==> src/rtl/sram_mem_controller_if.sv <==
// sram_mem_controller_if: MEM-stage request/response bus plus 16-bit async SRAM pad signals.
interface sram_mem_controller_if #(parameter int SRAM_AW = 18);
   logic               rd_en;
   logic               wr_en;
   logic [31:0]        address;
   logic [31:0]        write_data;
   logic [31:0]        read_data;
   logic               ready;
   logic [SRAM_AW-1:0] sram_addr;
   logic [15:0]        sram_dq_out;
   logic               sram_dq_oe;
   logic [15:0]        sram_dq_in;
   logic               sram_we_n;
   modport master (
      output rd_en, wr_en, address, write_data, sram_dq_in,
      input  read_data, ready, sram_addr, sram_dq_out, sram_dq_oe, sram_we_n
   );
   modport slave (
      input  rd_en, wr_en, address, write_data, sram_dq_in,
      output read_data, ready, sram_addr, sram_dq_out, sram_dq_oe, sram_we_n
   );
endinterface

==> src/rtl/sram_mem_controller.sv <==
// sram_mem_controller: splits 32-bit MEM-stage loads/stores into two timed half-word SRAM accesses.
module sram_mem_controller #(
   parameter int BASE_ADDR   = 1024,
   parameter int WAIT_CYCLES = 2,
   parameter int SRAM_AW     = 18
) (
   input logic                clk,
   input logic                rst,
   sram_mem_controller_if.slave bus
);
   typedef enum logic [1:0] {IDLE, LOW, HIGH, DONE} state_t;
   state_t             state, state_nxt;
   logic [3:0]         cnt, cnt_nxt;
   logic               op_wr;
   logic [SRAM_AW-2:0] idx, idx_in;
   logic [31:0]        wdata, rdata;
   logic               req, term, active, drive;
   assign req    = bus.rd_en | bus.wr_en;
   assign term   = cnt == 4'(WAIT_CYCLES - 1);
   assign idx_in = (SRAM_AW-1)'((bus.address - 32'(BASE_ADDR)) >> 2);
   assign active = (state == LOW) || (state == HIGH);
   assign drive  = active && op_wr;
   always_ff @(posedge clk) begin
      if (rst) begin
         state <= IDLE;
         cnt   <= '0;
         op_wr <= 1'b0;
         idx   <= '0;
         wdata <= '0;
         rdata <= '0;
      end else begin
         state <= state_nxt;
         cnt   <= cnt_nxt;
         if (state == IDLE && req) begin
            op_wr <= bus.wr_en;
            idx   <= idx_in;
            wdata <= bus.write_data;
         end
         if (state == LOW && term && !op_wr) rdata[15:0] <= bus.sram_dq_in;
         if (state == HIGH && term && !op_wr) rdata[31:16] <= bus.sram_dq_in;
      end
   end
   always_comb begin
      state_nxt = state;
      cnt_nxt   = cnt;
      case (state)
         IDLE: begin
            state_nxt = req ? LOW : IDLE;
            cnt_nxt   = '0;
         end
         LOW: begin
            state_nxt = term ? HIGH : LOW;
            cnt_nxt   = term ? 4'd0 : cnt + 4'd1;
         end
         HIGH: begin
            state_nxt = term ? DONE : HIGH;
            cnt_nxt   = term ? 4'd0 : cnt + 4'd1;
         end
         default: begin
            state_nxt = IDLE;
            cnt_nxt   = '0;
         end
      endcase
   end
   assign bus.ready       = ~req | (state == DONE);
   assign bus.read_data   = rdata;
   assign bus.sram_addr   = active ? {idx, state == HIGH} : '0;
   assign bus.sram_dq_out = drive ? ((state == HIGH) ? wdata[31:16] : wdata[15:0]) : 16'h0;
   assign bus.sram_dq_oe  = drive;
   assign bus.sram_we_n   = ~drive;
endmodule

==> src/flat_wrapper.sv <==
// flat-port wrapper written by rule: the top's interface ports become plain ports
module sram_mem_controller_flat 
#(
   parameter int BASE_ADDR   = 1024,
   parameter int WAIT_CYCLES = 2,
   parameter int SRAM_AW     = 18
)
  (clk, rst, bus_rd_en, bus_wr_en, bus_address, bus_write_data, bus_sram_dq_in, bus_read_data, bus_ready, bus_sram_addr, bus_sram_dq_out, bus_sram_dq_oe, bus_sram_we_n);
  sram_mem_controller_if #(.SRAM_AW(SRAM_AW)) bus_i ();
  input logic clk;
  input logic rst;
  input wire logic [$bits(bus_i.rd_en)-1:0] bus_rd_en;
  input wire logic [$bits(bus_i.wr_en)-1:0] bus_wr_en;
  input wire logic [$bits(bus_i.address)-1:0] bus_address;
  input wire logic [$bits(bus_i.write_data)-1:0] bus_write_data;
  input wire logic [$bits(bus_i.sram_dq_in)-1:0] bus_sram_dq_in;
  output wire logic [$bits(bus_i.read_data)-1:0] bus_read_data;
  output wire logic [$bits(bus_i.ready)-1:0] bus_ready;
  output wire logic [$bits(bus_i.sram_addr)-1:0] bus_sram_addr;
  output wire logic [$bits(bus_i.sram_dq_out)-1:0] bus_sram_dq_out;
  output wire logic [$bits(bus_i.sram_dq_oe)-1:0] bus_sram_dq_oe;
  output wire logic [$bits(bus_i.sram_we_n)-1:0] bus_sram_we_n;
  assign bus_i.rd_en = bus_rd_en;
  assign bus_i.wr_en = bus_wr_en;
  assign bus_i.address = bus_address;
  assign bus_i.write_data = bus_write_data;
  assign bus_i.sram_dq_in = bus_sram_dq_in;
  assign bus_read_data = bus_i.read_data;
  assign bus_ready = bus_i.ready;
  assign bus_sram_addr = bus_i.sram_addr;
  assign bus_sram_dq_out = bus_i.sram_dq_out;
  assign bus_sram_dq_oe = bus_i.sram_dq_oe;
  assign bus_sram_we_n = bus_i.sram_we_n;
  sram_mem_controller #(.BASE_ADDR(BASE_ADDR), .WAIT_CYCLES(WAIT_CYCLES), .SRAM_AW(SRAM_AW)) u_core (.clk(clk), .rst(rst), .bus(bus_i));
endmodule
==> config.mk <==
export PLATFORM = sky130hd
export DESIGN_NAME = sram_mem_controller_flat
export DESIGN_NICKNAME = d
export VERILOG_FILES = /design/src/rtl/sram_mem_controller_if.sv /design/src/rtl/sram_mem_controller.sv /design/src/flat_wrapper.sv
export SDC_FILE = /design/constraint.sdc
export NUM_CORES = 1
export LEC_CHECK = 0
export BUFFER_PORTS_ARGS = -buffer_cell sky130_fd_sc_hd__buf_4
export CORE_UTILIZATION = 48
export DETAILED_ROUTE_END_ITERATION = 6
export PLACE_DENSITY = 0.76
export REMOVE_ABC_BUFFERS = 1
export SETUP_SLACK_MARGIN = 0.15
export SKIP_CTS_REPAIR_TIMING = 1
export SLEW_MARGIN = 10
export SYNTH_ARGS = -nofsm -noshare
export SYNTH_HDL_FRONTEND = slang
export SYNTH_SLANG_ARGS = --single-unit
==> constraint.sdc <==
create_clock -name clk -period 2 [get_ports clk]
set_input_delay 0.1 -clock clk [delete_from_list [all_inputs] [get_ports clk]]
set_output_delay 0.1 -clock clk [all_outputs]
set_load 0.005 [all_outputs]
* After elaboration in Yosys (flattened, before gate mapping) *
Cells that the tools add are included.

cells by class
  add/subtract/negate cells = 2
  equality and inequality tests = 4
  mux-type cells = 7
  bitwise gates (word level) = 5
  reductions and logical operators = 11

operators with widths
  kind                    number
  $mux 16                 2
  $sub 19x11->19 const B  1
  $mux 18                 1
  $logic_and 1x1->1       6
  $pmux 2 s3              1
  $add 4x1->4 const B     1
  $eq 2x2->1 const B      2
  $eq 4x1->1 const B      1
  $not 1->1               3
  $reduce_or 3->1         1
  $eq 2x1->1 const B      1
  $logic_not 2->1         1
  $mux 1                  2
  $mux 2                  1
  $or 1x1->1              2
  $reduce_or 2->1         1
  $logic_not 1->1         1
  $logic_or 1x1->1        1

word-level totals
  register bits after elaboration = 88
  input bits = 84
  output and inout bits = 69
  word-level logic and storage cells = 36

* Depth between registers and ports, before layout *
Gate-level depths: netlist of the first run.

  word-level depth = 4
  gate-level depth with buffers = 7
  depth with buffers taken out = 5

* Least setup slack after synthesis of the first run *
OpenSTA, ideal clock, no wires.

  path kind = register -> register
  start = register u_core.cnt[0]
  end = register u_core.rdata[21] (netlist: u_core.bus.read_data[21])
  library setup time = 72 ps
  arrival time = 1661 ps
  slack = 268 ps
  stages on the path, launching flop included = 7
  buffers on the path = 2
  clock period less this slack = 1732 ps
  cells stage by stage = dfxtp_1 -> ha_1 -> nor3b_1 -> and3b_1 -> buf_2 -> buf_4 -> mux2i_1

on the way
  longest elaborated chain between the ends = 3

RTL lines
  item                             RTL line                   RTL
  start, declared                  sram_mem_controller.sv:13  logic [3:0] cnt, cnt_nxt;
  start signal, assigned           sram_mem_controller.sv:33  cnt <= cnt_nxt;
  $eq 4x1->1                       sram_mem_controller.sv:19  assign term = cnt == 4'(WAIT_CYCLES - 1);
  $logic_and 1x1->1 (2 in series)  sram_mem_controller.sv:40  if (state == HIGH && term && !op_wr) rdata[31:16] <= bus.sram_dq_in;
  end signal, assigned             sram_mem_controller.sv:40
  end, declared                    sram_mem_controller.sv:16  logic [31:0] wdata, rdata;

Every way passes these cells.
A chain may end at the register's enable or synchronous reset.

* Final worst setup path of the first run *
  start = register u_core.state[0]
  end = output port bus_sram_dq_out[4]

on the way
  longest elaborated chain between the ends = 4

RTL lines
  item                                             RTL line                                              RTL
  start, declared                                  sram_mem_controller.sv:12                             state_t state, state_nxt;
  start signal, assigned                           sram_mem_controller.sv:32                             state <= state_nxt;
  $eq 2x1->1 / $eq 2x2->1 (equally long branches)  sram_mem_controller.sv:21, sram_mem_controller.sv:68
  $logic_or 1x1->1                                 sram_mem_controller.sv:21                             assign active = (state == LOW) || (state == HIGH);
  $logic_and 1x1->1                                sram_mem_controller.sv:22                             assign drive = active && op_wr;
  $mux 16 (*)                                      sram_mem_controller.sv:68                             assign bus.sram_dq_out = drive ? ((state == HIGH) ? wdata[31:16] : wdata[15:0]) : 16'h0;
  end, declared                                    flat_wrapper.sv:20                                    output wire logic [$bits(bus_i.sram_dq_out)-1:0] bus_sram_dq_out;

Every way passes the cells marked *; elsewhere a longest branch is shown, timed or not.

==> results.txt, run 1 <==
----------------------------------------------------
[Critical path]
  Crit path top cell by count ... buf_4
  Worst Setup SP ... u_core.state[0]
  Arrival time reported for the critical path endpoint ... 1.66 ns
  Crit Path Class ... reg -> out
  Worst EP required ... 1.90 ns
  Source of the worst register-to-register timing path ... u_core.state[0]
  Crit-path max cell delay ... 0.36 ns
  Critical path startpoint category ... flop
  Critical path buffer and inverter count ... 3
  CP cell instances ... inv_1 > ha_1 > nand2_1 > buf_4 > nor2_1 > buf_4
  Family with the most delay on the worst path ... buffers and inverters
  Worst setup EP type ... output pin
  Slowest stage cell on the critical path ... dfxtp_1
  Maximum fanout encountered on the critical timing path ... 18

[Layout]
  Area added between synthesis and finish ... 41.8%
  Post-layout util ... 0.700
  Fill cells ... 624
  Final non-filler cell total ... 690
  Multi-input gate area ... 1900 um^2
  Antenna diodes ... 0
  Total area of sequential cells ... 1760 um^2
  Total number of nets in the final design ... 674
  Layout cell share with drive strength beyond 1 ... 0.282

[Global route]
  First-pass GRT wire length ... 14000 um
  Congestion Overflow GR ... 0
  Antenna violations before repair ... 0
  Maximum number of pins on one net before global-route repair ... 102
  Via count of the first global-routing pass ... 3068
  GRT Util Overall ... 0.211

[Synth]
  Dominant cells by area after synthesis ... dfxtp_1, mux2i_1, nand2_1
  Top flip-flop cell by instance count after synthesis ... dfxtp_1
  Sequential area share after synthesis ... 0.464
  Count of warnings emitted by yosys ... 0
  Number of distinct library cells after synthesis ... 32
  Mean cell area of the mapped netlist ... 8.70 um^2
  Share of flip-flops with an asynchronous set or reset ... 0
  Synthesized instance count ... 436
  Cell taking the most area after synthesis ... dfxtp_1
  Synthesized cell area ... 3790 um^2
  Number of flops mapped to enable cells by yosys ... 0
  Share of Yosys cell area claimed by the top area cell type ... 0.464
  Post-synthesis sequential element count ... 88

[Detailed routing]
  Final routed wire length divided by cell count ... 13.2 um
  Total detailed-routing wirelength ... 9120 um
  Remaining antenna violation count after routing ... 0
  DRC Markers ... 0
  Detailed-route via count ... 3373
  Via-per-instance ratio ... 4.89
  DRT Pass-1 Iters ... 4
  Number of DRC violations after detailed-routing iteration 0 ... 138

[STA]
  Total setup violations reported at the end of the flow ... 0
  Worst rel slew slack ... 0.420
  Achievable Freq ... 568 MHz
  Minimum hold slack ... -0.00629 ns
  Final number of hold-violating endpoints ... 4
  Share of the clock period used by the worst path ... 0.880
  Worst clock skew ... 0.0119 ns
  Unrepaired setup endpoints after global routing ... no
  Slew at the pin closest to its max-slew limit ... 0.870 ns
  Final period demand of the worst path ... 1.76 ns
  Number of pins with negative max-slew slack in the final report ... 0

[Clock tree]
  CTS tree ... built
  Number of H-tree branching levels ... 3
  Maximum clock path buffer count ... 2
  Cell at the root of the clock tree ... clkbuf_8
  CTS Sinks ... 88
  Number of buffers created by CTS ... 9
  Worst-skew pair later-pin latency ... 0.35 ns
  Clock-pin transition on the worst setup and hold timing paths ... 0.09 ns

[Floorplanning]
  Top Ports ... 153
  Core footprint ... 7690 um^2
  Std cell rows ... 32
  Horizontal die dimension ... 90.9 um
  Overall die area ... 8270 um^2
  Vertical die dimension ... 90.9 um
  Initial Utilization ... 0.494

[Power]
  Switch Pwr ... 1.03 mW
  Power share of the clock group ... 0.337
  Net switching share of the total power ... 0.259
  Peak supply drop ... 0.000378 V
  Static leakage ... 2.37 nW
  Internal power summed over all cells ... 2.93 mW
  Relative contribution of combinational cells to total power ... 0.176
  Relative contribution of sequential cells to total power ... 0.487
  Power per cell area ... 736 nW/um^2

[Status]
  Result of the run ... finished with violations
  Violated checks ... hold timing

[Min path]
  Min-Delay Startpoint ... bus_write_data[26]
  Min-delay worst type ... in -> reg

[Place]
  Final HPWL DP ... 6120 um
  Placer congestion estimate ... 0.742
  Number of placed cells counting well taps ... 653
  Count of input and output buffers ... 137

[Job]
  Max Cap Violations ... 0

----------------------------------------------------
==> cells by family after synthesis <==
logic type               share of synthesized area
AO/OA/AOI/OAI                               0.0900
XOR/XNOR                                   0.00923
adder cells (fa/ha/maj)                     0.0231
buffers and inverters                       0.0376
flip-flops                                   0.464
multiplexers                                 0.129
AND/OR/NAND/NOR                              0.247
==> cell type report <==
| cell class | count | share of cell area |
|---|---|---|
| multi-input combinational | 312 | 0.354 |
| sequential | 88 | 0.327 |
| timing repair buffer | 166 | 0.251 |
| clock buffer | 10 | 0.0237 |
| tap | 102 | 0.0237 |
| clock inverter | 6 | 0.0167 |
| inverter | 6 | 0.00419 |
==> Yosys cell counts (all sizes together) (5+ instances only) <==
master and number:
dfxtp 88, a21oi 42, inv 6, ha 7
clkbuf 24, a211oi 5, buf 6, mux2i 49
nand2b 49, nand2 83, nor2 29, a311oi 5
and2 17
==> worst paths after layout <==
| kind | endpoint | slack (ns) | depth (start not counted) |
|---|---|---|---|
| hold reg to reg | u_core.idx[1] | 0.45 | 2 |
| setup / recovery | bus_sram_dq_out[4] | 0.24 | 6 |
| hold / removal | u_core.wdata[26] | -0.006 | 3 |
| setup reg to reg | u_core.wdata[3] | 0.32 | 6 |
==> worst reg2reg max path, stage by stage, from the launching register on <==
cell and delay [ns]:
dfxtp_1 0.33, inv_1 0.08, ha_1 0.20, o21a_2 0.40, buf_4 0.33, nand2_1 0.10, a21oi_1 0.17
==> cells in the final DEF, fill, tap and decap left out, drive strengths merged, types with 2 or more instances in the layout <==
master / n
xnor2: 3
buf: 145
a311oi: 5
dlygate4sd3: 21
ha: 7
a211oi: 5
clkbuf: 10
mux2i: 49
dfxtp: 88
o31ai: 2
bufinv: 2
nor3: 2
inv: 8
nor2: 29
nand2: 83
nand2b: 49
or4: 3
or3: 3
o21ai: 4
a21oi: 42
and2: 17
==> registers in the layout (all words and copies together) (netlist names) <==
register,cells
u_core.bus.read_data,32
u_core.wdata,32
u_core.idx,17
u_core.cnt,4
u_core.state,2
u_core.op_wr,1
==> routing by layer <==
layer  up-vias  part of all wire  GRT usage
met4         0             0.023     0.0807
li1       1730                 -          -
met2        79              0.51      0.374
met5         -                 0          0
met1      1548              0.42      0.243
met3        16             0.047     0.0513
==> power by group through the flow <==
stage | registers (mW) | clock network, mW | logic (mW)
4_1_cts | 1.93 | 1.36 | 0.659
2_1_floorplan | 1.95 | 0 | 0.336
3_5_place_dp | 1.97 | 0 | 0.657
6_report | 1.93 | 1.34 | 0.697
5_1_grt | 1.94 | 1.44 | 0.773
3_3_place_gp | 1.96 | 0 | 0.647
==> through the flow <==
step | power, mW | setup TNS [ns] | hold WS [ns] | setup slack (ns) | instance area [um^2]
4_1_cts | 3.95 | 0 | -0.0571 | 0.122 | 5150
3_3_place_gp | 2.61 | 0 | 0.309 | 0.333 | 4930
6_report | 3.96 | 0 | -0.00629 | 0.240 | 5380
3_5_place_dp | 2.62 | 0 | 0.319 | 0.246 | 4930
5_1_grt | 4.16 | 0 | -0.00714 | 0.120 | 5380
2_1_floorplan | 2.29 | -2.64 | 0.169 | -0.165 | 3670
(Power assumes the default switching activity.)
==> inputs of run 2 (changes only) <==
- CORE_UTILIZATION: 48 -> 52
- PLACE_DENSITY: 0.76 -> 0.82
- clock period: 2 -> 2.3 ns (I/O delays scaled with it)
==> run 2 against run 1 <==
Net effect:
- critical endpoint is now bus_sram_dq_out[0]
- cell count shrank 3.9%
- the run now ends clean
- routed wire length shrank 3.2%
- core utilization grew 4.5 points
- global-route usage grew 2.0 points
- sequential share of layout area grew 1.5 points
==> results.txt, run 2 (same netlist as run 1, synthesis figures left out) <==
----------------------------------------------------
[Status]
  Result of the run ... finished, final reports clean

[Detailed routing]
  Total detailed-routing wirelength ... 8830 um (-3.2%)
  Number of DRC violations after detailed-routing iteration 0 ... 118 (-14%)
  Final routed wire length divided by cell count ... 13.3 um (+0.72%)
  Detailed-route via count ... 3296 (-2.3%)
  Remaining antenna violation count after routing ... 0 (unchanged)
  DRT Pass-1 Iters ... 4 (unchanged)
  DRC Markers ... 0 (unchanged)
  Via-per-instance ratio ... 4.97 (+1.7%)

[Floorplanning]
  Vertical die dimension ... 87.4 um (-3.8%)
  Overall die area ... 7640 um^2 (-7.5%)
  Core footprint ... 6910 um^2 (-10%)
  Horizontal die dimension ... 87.4 um (-3.8%)
  Initial Utilization ... 0.549 (+0.0558)
  Std cell rows ... 30 (-6.3%)
  Top Ports ... 153 (unchanged)

[Global route]
  GRT Util Overall ... 0.230 (+0.0196)
  First-pass GRT wire length ... 13800 um (-1.7%)
  Via count of the first global-routing pass ... 3151 (+2.7%)
  Congestion Overflow GR ... 0 (unchanged)
  Antenna violations before repair ... 0 (unchanged)
  Maximum number of pins on one net before global-route repair ... 102 (unchanged)

[STA]
  Worst clock skew ... 0.0140 ns (+0.00211 ns)
  Total negative slack for setup checks ... 0 ns (unchanged)
  Worst rel slew slack ... 0.439 (+0.0185)
  Slew at the pin closest to its max-slew limit ... 0.842 ns (-0.0278 ns)
  Number of pins with negative max-slew slack in the final report ... 0 (unchanged)
  Achievable Freq ... 495 MHz
  Unrepaired setup endpoints after global routing ... no
  Post-route setup slack ... 0.281 ns (+0.0410 ns)
  Minimum hold slack ... 0.00402 ns (+0.0103 ns)
  Final number of hold-violating endpoints ... 0 (-4)
  Share of the clock period used by the worst path ... 0.878
  Final period demand of the worst path ... 2.02 ns
  Total setup violations reported at the end of the flow ... 0 (unchanged)

[Critical path]
  CP cell instances ... inv_1 > ha_1 > nand2_1 > nor2_1 > buf_4
  Arrival time reported for the critical path endpoint ... 1.90 ns (+0.24 ns)
  Slowest stage cell on the critical path ... nand2_1
  Worst EP required ... 2.18 ns (+0.28 ns)
  Family with the most delay on the worst path ... simple AND/OR/NAND/NOR gates
  Worst setup EP type ... output pin
  Maximum fanout encountered on the critical timing path ... 18 (unchanged)
  Crit-path max cell delay ... 0.50 ns (+0.14 ns)
  Crit Path Class ... reg -> out
  Critical path buffer and inverter count ... 2 (-1)
  Critical path startpoint category ... flop

[Layout]
  Commonest non-fill, non-tap cells in the layout ... buf_4, dfxtp_1, nand2_1
  Fill cells ... 572 (-8.3%)
  Final non-filler cell total ... 663 (-3.9%)
  Area added between synthesis and finish ... 35.5%
  Antenna diodes ... 0 (unchanged)
  Total number of nets in the final design ... 653 (-3.1%)
  Most frequent standard cell in the layout excluding fill and tap cells ... buf_4
  Layout cell share with drive strength beyond 1 ... 0.291 (+0.00869)
  Post-layout util ... 0.745 (+0.0447)

[Job]
  Max Cap Violations ... 0 (unchanged)

[Place]
  Count of input and output buffers ... 137 (unchanged)
  Pre-CTS setup slack ... 0.461 ns (+0.215 ns)
  Placer congestion estimate ... 0.773 (+4.3%)
  Final HPWL DP ... 6140 um (+0.36%)
  Number of placed cells counting well taps ... 646 (-1.1%)

[Min path]
  Min-delay worst type ... in -> reg

[Power]
  Peak supply drop ... 0.000371 V (-1.9%)
  Static leakage ... 2.27 nW (-4.2%)
  Power per cell area ... 666 nW/um^2 (-9.4%)

[Clock tree]
  CTS Sinks ... 88 (unchanged)
  Cell at the root of the clock tree ... clkbuf_8
  Number of H-tree branching levels ... 3 (unchanged)
  Number of buffers created by CTS ... 9 (unchanged)
  Clock-pin transition on the worst setup and hold timing paths ... 0.09 ns (about the same)
  CTS tree ... built
  Maximum clock path buffer count ... 2 (unchanged)
  Worst-skew pair later-pin latency ... 0.35 ns (about the same)

----------------------------------------------------
[run 2: routing by layer]
layer	up-vias	global-route usage	share of wire
li1	1688	-	-
met1	1504	0.255	0.42
met2	82	0.416	0.51
met3	22	0.0408	0.041
met4	0	0.125	0.031
met5	-	0	0
[run 2: cell type report]
class,count,area (um^2),area share
inverters,6,22.5,0.00438
well taps,96,120,0.0234
flip-flops and latches,88,1760,0.342
repair buffers,145,1120,0.217
clock buffers,9,124,0.0241
clock inverters,7,101,0.0197
multi-input cells,312,1900,0.369
[run 2: worst reg2reg max path: cells and delay by family (launching register included)]
| family | cells | cell delay, ns |
|---|---|---|
| and+or+nand+nor | 2 | 0.79 |
| adders and majority gates | 1 | 0.15 |
| buffers and inverters | 1 | 0.29 |
| DFF | 1 | 0.38 |
| muxes | 1 | 0.23 |
[run 2: final timing paths]
kind	from	to	slack, ns	cells after the start
setup reg to reg	u_core.cnt[0]	u_core.bus.read_data[20]	0.38	5
hold reg to reg	u_core.idx[2]	u_core.idx[2]	0.45	2
hold / removal	bus_write_data[22]	u_core.wdata[22]	0.004	3
setup / recovery	u_core.state[1]	bus_sram_dq_out[0]	0.28	5
[run 2: where the power goes]
| group | leakage (nW) | internal [mW] | total (mW) | switching, mW |
|---|---|---|---|---|
| registers | 0.720 | 1.62 | 1.68 | 0.0505 |
| logic | 1.44 | 0.277 | 0.563 | 0.286 |
| clock network | 0.106 | 0.621 | 1.19 | 0.569 |
[run 2: stage by stage]
stage               cell area, um^2  total power [mW]
finish                         5140              3.43
global route                   5140              3.59
CTS                            5130              3.46
detailed placement             4910              2.27
global placement               4910              2.25
floorplan                      3670              1.99
